<file path="config.mk">
export PLATFORM = sky130hd
export DESIGN_NAME = filter_sequencer_flat
export DESIGN_NICKNAME = d
export VERILOG_FILES = /design/src/rtl/filter_sequencer_if.sv /design/src/rtl/filter_sequencer.sv /design/src/flat_wrapper.sv
export SDC_FILE = /design/constraint.sdc
export NUM_CORES = 1
export LEC_CHECK = 0
export CAP_MARGIN = 15
export CORE_UTILIZATION = 40
export CTS_CLUSTER_DIAMETER = 150
export CTS_CLUSTER_SIZE = 25
export DETAILED_ROUTE_END_ITERATION = 12
export PLACE_DENSITY = 0.7
export RECOVER_POWER = 25
export SLEW_MARGIN = 20
export SYNTH_ARGS = -nofsm -noshare
export SYNTH_HDL_FRONTEND = slang
export SYNTH_SLANG_ARGS = --single-unit
</file>
<file path="constraint.sdc">
create_clock -name clock -period 4.15 [get_ports clock]
set_input_delay 0.83 -clock clock [delete_from_list [all_inputs] [get_ports clock]]
set_output_delay 0.83 -clock clock [all_outputs]
set_load 0.02 [all_outputs]
</file>
<file path="src/rtl/filter_sequencer_if.sv">
// Codec read/write handshake and shared-filter strobe bundle for filter_sequencer.
// master = the sequencer, slave = the codec/filter side.
interface filter_sequencer_if #(
    parameter int WIDTH = 24
);
    logic             read_ready;
    logic             read;
    logic [WIDTH-1:0] readdata_left;
    logic [WIDTH-1:0] readdata_right;
    logic             write_ready;
    logic             write;
    logic [WIDTH-1:0] writedata_left;
    logic [WIDTH-1:0] writedata_right;
    logic             filt_start;
    logic             filt_chan;
    logic [WIDTH-1:0] filt_din;
    logic [WIDTH-1:0] filt_dout;

    modport master (
        input  read_ready,
        input  readdata_left,
        input  readdata_right,
        input  write_ready,
        input  filt_dout,
        output read,
        output write,
        output writedata_left,
        output writedata_right,
        output filt_start,
        output filt_chan,
        output filt_din
    );

    modport slave (
        output read_ready,
        output readdata_left,
        output readdata_right,
        output write_ready,
        output filt_dout,
        input  read,
        input  write,
        input  writedata_left,
        input  writedata_right,
        input  filt_start,
        input  filt_chan,
        input  filt_din
    );
endinterface

</file>
<file path="src/rtl/filter_sequencer.sv">
// Time-multiplexes one filter datapath between left and right codec channels, one stereo frame at a time.
// Define FILTER_SEQ_BYPASS_EN to add a bypass input that sends a frame's raw samples straight to the output.
module filter_sequencer #(
    parameter int WIDTH    = 24,
    parameter int FILT_LAT = 2,
    parameter int CNT_W    = 8
) (
    input  logic             clock,
    input  logic             reset,
`ifdef FILTER_SEQ_BYPASS_EN
    input  logic             bypass,
`endif
    filter_sequencer_if.master bus,
    output logic             busy,
    output logic [CNT_W-1:0] frame_count
);
    // state  | meaning
    // IDLE   | waiting for a codec frame; read follows read_ready
    // RUN_L  | filt_start for the left sample, load latency counter
    // WAIT_L | count down filter latency, capture left result at zero
    // RUN_R  | filt_start for the right sample, load latency counter
    // WAIT_R | count down filter latency, capture right result at zero
    // OUT    | present filtered pair; write follows write_ready
    localparam logic [2:0] IDLE   = 3'd0;
    localparam logic [2:0] RUN_L  = 3'd1;
    localparam logic [2:0] WAIT_L = 3'd2;
    localparam logic [2:0] RUN_R  = 3'd3;
    localparam logic [2:0] WAIT_R = 3'd4;
    localparam logic [2:0] OUT    = 3'd5;

    // Counter reaches zero in the cycle the filter result is valid.
    localparam logic [3:0] LAT_LOAD = 4'(FILT_LAT - 1);

    logic [2:0]       state_q, state_d;
    logic [3:0]       cnt_q, cnt_d;
    logic [WIDTH-1:0] in_l_q, in_l_d;
    logic [WIDTH-1:0] in_r_q, in_r_d;
    logic [WIDTH-1:0] wd_l_q, wd_l_d;
    logic [WIDTH-1:0] wd_r_q, wd_r_d;
    logic [CNT_W-1:0] fc_q, fc_d;

    logic             read_c;
    logic             write_c;
    logic             start_c;
    logic             chan_c;
    logic [WIDTH-1:0] din_c;
    logic             skip_filter;

`ifdef FILTER_SEQ_BYPASS_EN
    assign skip_filter = bypass;
`else
    assign skip_filter = 1'b0;
`endif

    always_comb begin
        state_d = state_q;
        cnt_d   = cnt_q;
        in_l_d  = in_l_q;
        in_r_d  = in_r_q;
        wd_l_d  = wd_l_q;
        wd_r_d  = wd_r_q;
        fc_d    = fc_q;
        read_c  = 1'b0;
        write_c = 1'b0;
        start_c = 1'b0;
        chan_c  = 1'b0;
        din_c   = '0;

        case (state_q)
            IDLE: begin
                read_c = bus.read_ready;
                if (bus.read_ready) begin
                    in_l_d = bus.readdata_left;
                    in_r_d = bus.readdata_right;
                    if (skip_filter) begin
                        wd_l_d  = bus.readdata_left;
                        wd_r_d  = bus.readdata_right;
                        state_d = OUT;
                    end else begin
                        state_d = RUN_L;
                    end
                end
            end
            RUN_L: begin
                start_c = 1'b1;
                din_c   = in_l_q;
                cnt_d   = LAT_LOAD;
                state_d = WAIT_L;
            end
            WAIT_L: begin
                din_c = in_l_q;
                if (cnt_q == 4'd0) begin
                    wd_l_d  = bus.filt_dout;
                    state_d = RUN_R;
                end else begin
                    cnt_d = cnt_q - 4'd1;
                end
            end
            RUN_R: begin
                start_c = 1'b1;
                chan_c  = 1'b1;
                din_c   = in_r_q;
                cnt_d   = LAT_LOAD;
                state_d = WAIT_R;
            end
            WAIT_R: begin
                chan_c = 1'b1;
                din_c  = in_r_q;
                if (cnt_q == 4'd0) begin
                    wd_r_d  = bus.filt_dout;
                    state_d = OUT;
                end else begin
                    cnt_d = cnt_q - 4'd1;
                end
            end
            OUT: begin
                write_c = bus.write_ready;
                if (bus.write_ready) begin
                    fc_d    = fc_q + CNT_W'(1);
                    state_d = IDLE;
                end
            end
            default: begin
                state_d = IDLE;
            end
        endcase
    end

    always_ff @(posedge clock) begin
        if (reset) begin
            state_q <= IDLE;
            cnt_q   <= '0;
            in_l_q  <= '0;
            in_r_q  <= '0;
            wd_l_q  <= '0;
            wd_r_q  <= '0;
            fc_q    <= '0;
        end else begin
            state_q <= state_d;
            cnt_q   <= cnt_d;
            in_l_q  <= in_l_d;
            in_r_q  <= in_r_d;
            wd_l_q  <= wd_l_d;
            wd_r_q  <= wd_r_d;
            fc_q    <= fc_d;
        end
    end

    // Handshake strobes are masked while reset is held so no frame is popped or pushed.
    assign bus.read            = read_c & ~reset;
    assign bus.write           = write_c & ~reset;
    assign bus.filt_start      = start_c;
    assign bus.filt_chan       = chan_c;
    assign bus.filt_din        = din_c;
    assign bus.writedata_left  = wd_l_q;
    assign bus.writedata_right = wd_r_q;
    assign busy                = (state_q != IDLE);
    assign frame_count         = fc_q;
endmodule

</file>
<file path="src/flat_wrapper.sv">
// flat-port wrapper written by rule: the top's interface ports become plain ports
module filter_sequencer_flat 
#(
    parameter int WIDTH    = 24,
    parameter int FILT_LAT = 2,
    parameter int CNT_W    = 8
)
  (clock, reset, busy, frame_count, bus_read_ready, bus_readdata_left, bus_readdata_right, bus_write_ready, bus_filt_dout, bus_read, bus_write, bus_writedata_left, bus_writedata_right, bus_filt_start, bus_filt_chan, bus_filt_din);
  filter_sequencer_if #(.WIDTH(WIDTH)) bus_i ();
  input  logic clock;
  input  logic reset;
  output logic busy;
  output logic [CNT_W-1:0] frame_count;
  input wire logic [$bits(bus_i.read_ready)-1:0] bus_read_ready;
  input wire logic [$bits(bus_i.readdata_left)-1:0] bus_readdata_left;
  input wire logic [$bits(bus_i.readdata_right)-1:0] bus_readdata_right;
  input wire logic [$bits(bus_i.write_ready)-1:0] bus_write_ready;
  input wire logic [$bits(bus_i.filt_dout)-1:0] bus_filt_dout;
  output wire logic [$bits(bus_i.read)-1:0] bus_read;
  output wire logic [$bits(bus_i.write)-1:0] bus_write;
  output wire logic [$bits(bus_i.writedata_left)-1:0] bus_writedata_left;
  output wire logic [$bits(bus_i.writedata_right)-1:0] bus_writedata_right;
  output wire logic [$bits(bus_i.filt_start)-1:0] bus_filt_start;
  output wire logic [$bits(bus_i.filt_chan)-1:0] bus_filt_chan;
  output wire logic [$bits(bus_i.filt_din)-1:0] bus_filt_din;
  assign bus_i.read_ready = bus_read_ready;
  assign bus_i.readdata_left = bus_readdata_left;
  assign bus_i.readdata_right = bus_readdata_right;
  assign bus_i.write_ready = bus_write_ready;
  assign bus_i.filt_dout = bus_filt_dout;
  assign bus_read = bus_i.read;
  assign bus_write = bus_i.write;
  assign bus_writedata_left = bus_i.writedata_left;
  assign bus_writedata_right = bus_i.writedata_right;
  assign bus_filt_start = bus_i.filt_start;
  assign bus_filt_chan = bus_i.filt_chan;
  assign bus_filt_din = bus_i.filt_din;
  filter_sequencer #(.WIDTH(WIDTH), .FILT_LAT(FILT_LAT), .CNT_W(CNT_W)) u_core (.clock(clock), .reset(reset), .bus(bus_i), .busy(busy), .frame_count(frame_count));
endmodule
</file>
==> parameters.txt <==
Parameter                              Value

Drt
  Routed WL ... 12.13 mm
  Metal-1 WL ... about 5.2 mm
  Top layer used by detailed routing ... met4
  Vias ... approximately 4300
  1st-pass router iterations ... 5
  Total DRC errors in the routed layout ... 0
  Total length of routed met2 wires ... 5.891 mm
  Wire length on met3 ... 707 um
  Via density per instance ... 5.103
  Post-detailed-route count of antenna-violating nets ... 0
  Violation count after the first detailed-route iteration ... about 240
  Post-DR wirelength/cell ... 14.37 um

Timing
  Worst slew pin tran ... 1503 ps
  Rel. slew slack ... -0.1853%
  Peak clock frequency supported by timing ... between 200 and 300 MHz
  Count of final max-slew check failures ... between 70 and 80
  Worst Clk Skew ... between 10 and 15 ps
  Tcrit/Tclk final ... between 80% and 90%
  Count of final hold-check violations ... 0
  Setup violators final ... 0
  Unrepaired setup endpoints after global routing ... false
  Final period demand of the worst path ... 3637 ps
  Worst slack on hold paths ... 454.1 ps
  TNS Setup ... 0 ps

Yosys
  Leading post-synthesis cells by cell area ... sky130_fd_sc_hd__dfxtp_1 (50%), sky130_fd_sc_hd__nand2_1 (17%), sky130_fd_sc_hd__a21oi_1 (12%)
  Post-synthesis register bit count ... 111
  Count of synthesis-stage warnings from yosys ... 0
  Dominant cell type by area after synthesis ... sky130_fd_sc_hd__dfxtp_1
  Top FF cell, synth ... sky130_fd_sc_hd__dfxtp_1
  Synthesized instance count ... 571
  Net count of the mapped netlist ... 650
  Count of cell types in the netlist ... 38
  Ys async rst share ... 0%
  Number of enable flip-flop cells after synthesis ... 0
  Sequential fraction of the synthesis area ... 49.68%
  Syn Area/Cell ... 7.834 um2
  Post-synthesis instance area ... between 0.004 and 0.005 mm2
  Area share of the largest cell type after synthesis ... between 40% and 50%

CTS
  Cell at the root of the clock tree ... sky130_fd_sc_hd__clkbuf_8
  Hold Buf Count CTS ... 0
  CTS buffer count ... 9
  CTS clk-pin slew, worst paths ... 90 ps
  CTS tree ... built
  Worst-Skew Late Latency ... 380 ps
  TritonCTS sink count ... 111
  CTS H-tree lvls ... 3
  Maximum buffer depth of the clock tree ... 2

Power and ir drop
  Static leakage power ... 2.315 nW
  Total Power Consumption ... 2.698 mW
  Pwr Density ... approximately 430 mW/mm2
  Worst vdd rail ir drop ... 0.0002434 V

Global routing
  Global-route usage over all layers ... between 20% and 30%
  Maximum number of pins on one net before global-route repair ... 77
  First-pass GRT wire length ... 18.86 mm
  Number of antenna violations at the first check in global routing ... 0
  Total congestion overflow after global routing ... 0
  Number of global-route vias before repair ... 3856

Cells and area
  Leading cell type in the layout, fill and taps excluded ... sky130_fd_sc_hd__nand2_1
  Fraction of layout cells with a size suffix above 1 ... 3.693%
  ANT cells ... 0
  Leading cell types in the layout, fill and taps excluded ... sky130_fd_sc_hd__nand2_1 (202), sky130_fd_sc_hd__clkdlybuf4s50_1 (123), sky130_fd_sc_hd__dfxtp_1 (111)
  Final core utilization ... 57.38%
  Layout-stage area growth over the synthesis result ... 39.66%
  Nets ... 778

Setup path
  Worst Setup SP ... u_core.state_q[1]
  Startpoint of the worst register-to-register path ... u_core.cnt_q[0]
  Arrival time reported for the critical path endpoint ... 2810 ps
  Endpoint kind of the worst setup timing path ... output port
  Maximum fanout encountered on the critical timing path ... 25
  Startpoint types ... register
  Flop2flop setup slack ... 1750 ps
  Length in cells of the worst reg-to-reg path ... 6
  WP data required ... roughly 3300 ps
  Type of the setup path with the least slack ... register to output port
  End point of the critical path ... bus_filt_din[22]
  R2r endpoint ... u_core.bus.writedata_right[11]

Floorplanning
  Area of the die ... 0.01161 mm2
  Core Region ... roughly 0.011 mm2
  Overall die width ... 107.7 um
  Count of pins on the block boundary ... 161
  Starting Density ... 41.08%
  Std-Cell Rows ... 38
  Die span in y ... 107.7 um

Job
  Maximum capacitance violations ... 1

Place
  Detail Placement HPWL ... 8.542 mm
  Port-buffer cells ... 160
  Weighted congestion at the end of routability-driven global placement ... 0.8106

Hold path
  Cells on Worst Hold Path ... 2
  Min-delay worst type ... register to register

Run status
  Outcome ... finished with violations
  Failing checks ... max-capacitance violations, max-slew violations
-- sequential cells by signal, summed over array words and instances (netlist names) --
| name | flops |
|---|---|
| u_core.frame_count | 8 |
| u_core.in_r_q | 24 |
| u_core.cnt_q | 4 |
| u_core.bus.writedata_left | 24 |
| u_core.in_l_q | 24 |
| u_core.bus.writedata_right | 24 |
| u_core.state_q | 3 |
-- repair_timing --
action / in CTS / in global routing
resized for setup: 0 / 1
setup endpoints to repair: 0 / 9
setup buffers: 0 / 0
-- cells by family after synthesis --
logic type / count (synthesis) / share of synthesized area [%]
buffers and inverters: 52 / 5.678
XOR/XNOR: 8 / 1.566
AO/OA/AOI/OAI: 141 / 18.32
AND/OR/NAND/NOR: 256 / 23.92
flip-flops: 111 / 49.68
adder cells (fa/ha/maj): 3 / 0.8393
-- cell type report --
type | instances | area, um2
clock inverter | 5 | 56.30
fill | 1015 | 4641
sequential | 111 | 2222
clock buffer | 11 | 141.4
timing repair buffer | 164 | 1627
tap | 140 | 175.2
multi-input combinational | 408 | 2007
inverter | 5 | 18.77
-- how the worst min path moves through the flow --
stage	from	to	slack (ps)
2_1_floorplan	u_core.in_l_q[0]	u_core.in_l_q[0]	440
3_3_place_gp	u_core.bus.writedata_right[17]	u_core.bus.writedata_right[17]	440
3_5_place_dp	u_core.bus.writedata_right[5]	u_core.bus.writedata_right[5]	450
4_1_cts	u_core.bus.writedata_right[5]	u_core.bus.writedata_right[5]	460
5_1_grt	u_core.bus.writedata_left[5]	u_core.bus.writedata_left[5]	480
6_report	u_core.bus.writedata_right[5]	u_core.bus.writedata_right[5]	450
-- where the power goes --
group | total (mW) | internal [mW] | switching [mW]
Sequential | 1.26 | 1.17 | 0.0848
Clock | 0.658 | 0.296 | 0.362
Combinational | 0.783 | 0.329 | 0.454
-- Yosys cell counts, types with 2 or more instances --
| cell | instances |
|---|---|
| sky130_fd_sc_hd__nor2b_1 | 4 |
| sky130_fd_sc_hd__xnor2_1 | 4 |
| sky130_fd_sc_hd__dfxtp_1 | 111 |
| sky130_fd_sc_hd__buf_6 | 4 |
| sky130_fd_sc_hd__clkbuf_1 | 25 |
| sky130_fd_sc_hd__nand3_1 | 4 |
| sky130_fd_sc_hd__nand4_1 | 3 |
| sky130_fd_sc_hd__and3_1 | 4 |
| sky130_fd_sc_hd__buf_2 | 14 |
| sky130_fd_sc_hd__inv_1 | 5 |
| sky130_fd_sc_hd__nor3_1 | 8 |
| sky130_fd_sc_hd__buf_4 | 3 |
| sky130_fd_sc_hd__nand2_1 | 203 |
| sky130_fd_sc_hd__xor2_1 | 4 |
| sky130_fd_sc_hd__nor3b_1 | 2 |
| sky130_fd_sc_hd__nor4_1 | 2 |
| sky130_fd_sc_hd__o21ai_0 | 2 |
| sky130_fd_sc_hd__o211ai_1 | 3 |
| sky130_fd_sc_hd__a31oi_1 | 3 |
| sky130_fd_sc_hd__a21oi_1 | 105 |
| sky130_fd_sc_hd__nor2_1 | 16 |
| sky130_fd_sc_hd__ha_1 | 3 |
| sky130_fd_sc_hd__a22o_1 | 24 |
-- critical path, stage by stage, from the launching register on --
cell                              delay, ps
sky130_fd_sc_hd__dfxtp_1                660
sky130_fd_sc_hd__nor2b_1                370
sky130_fd_sc_hd__nand2_1                130
sky130_fd_sc_hd__nand2_2                430
sky130_fd_sc_hd__a22o_1                 230
sky130_fd_sc_hd__clkdlybuf4s50_1        610
-- per-layer routing --
metal	GRT usage (%)	vias to the layer above
li1	-	2147
met1	25.85	1983
met2	34.11	153
met3	4.722	24
met4	8.708	0
met5	0	-
-- per-stage QoR --
stage	worst slack, ps	instances	instance area, um2
2_1_floorplan	1668	571	4473
3_3_place_gp	827.3	828	6050
3_5_place_dp	665.5	828	6050
4_1_cts	239.4	844	6247
5_1_grt	283.0	844	6247
6_report	512.6	844	6247
Note: power is estimated with default switching activity, not from simulation.
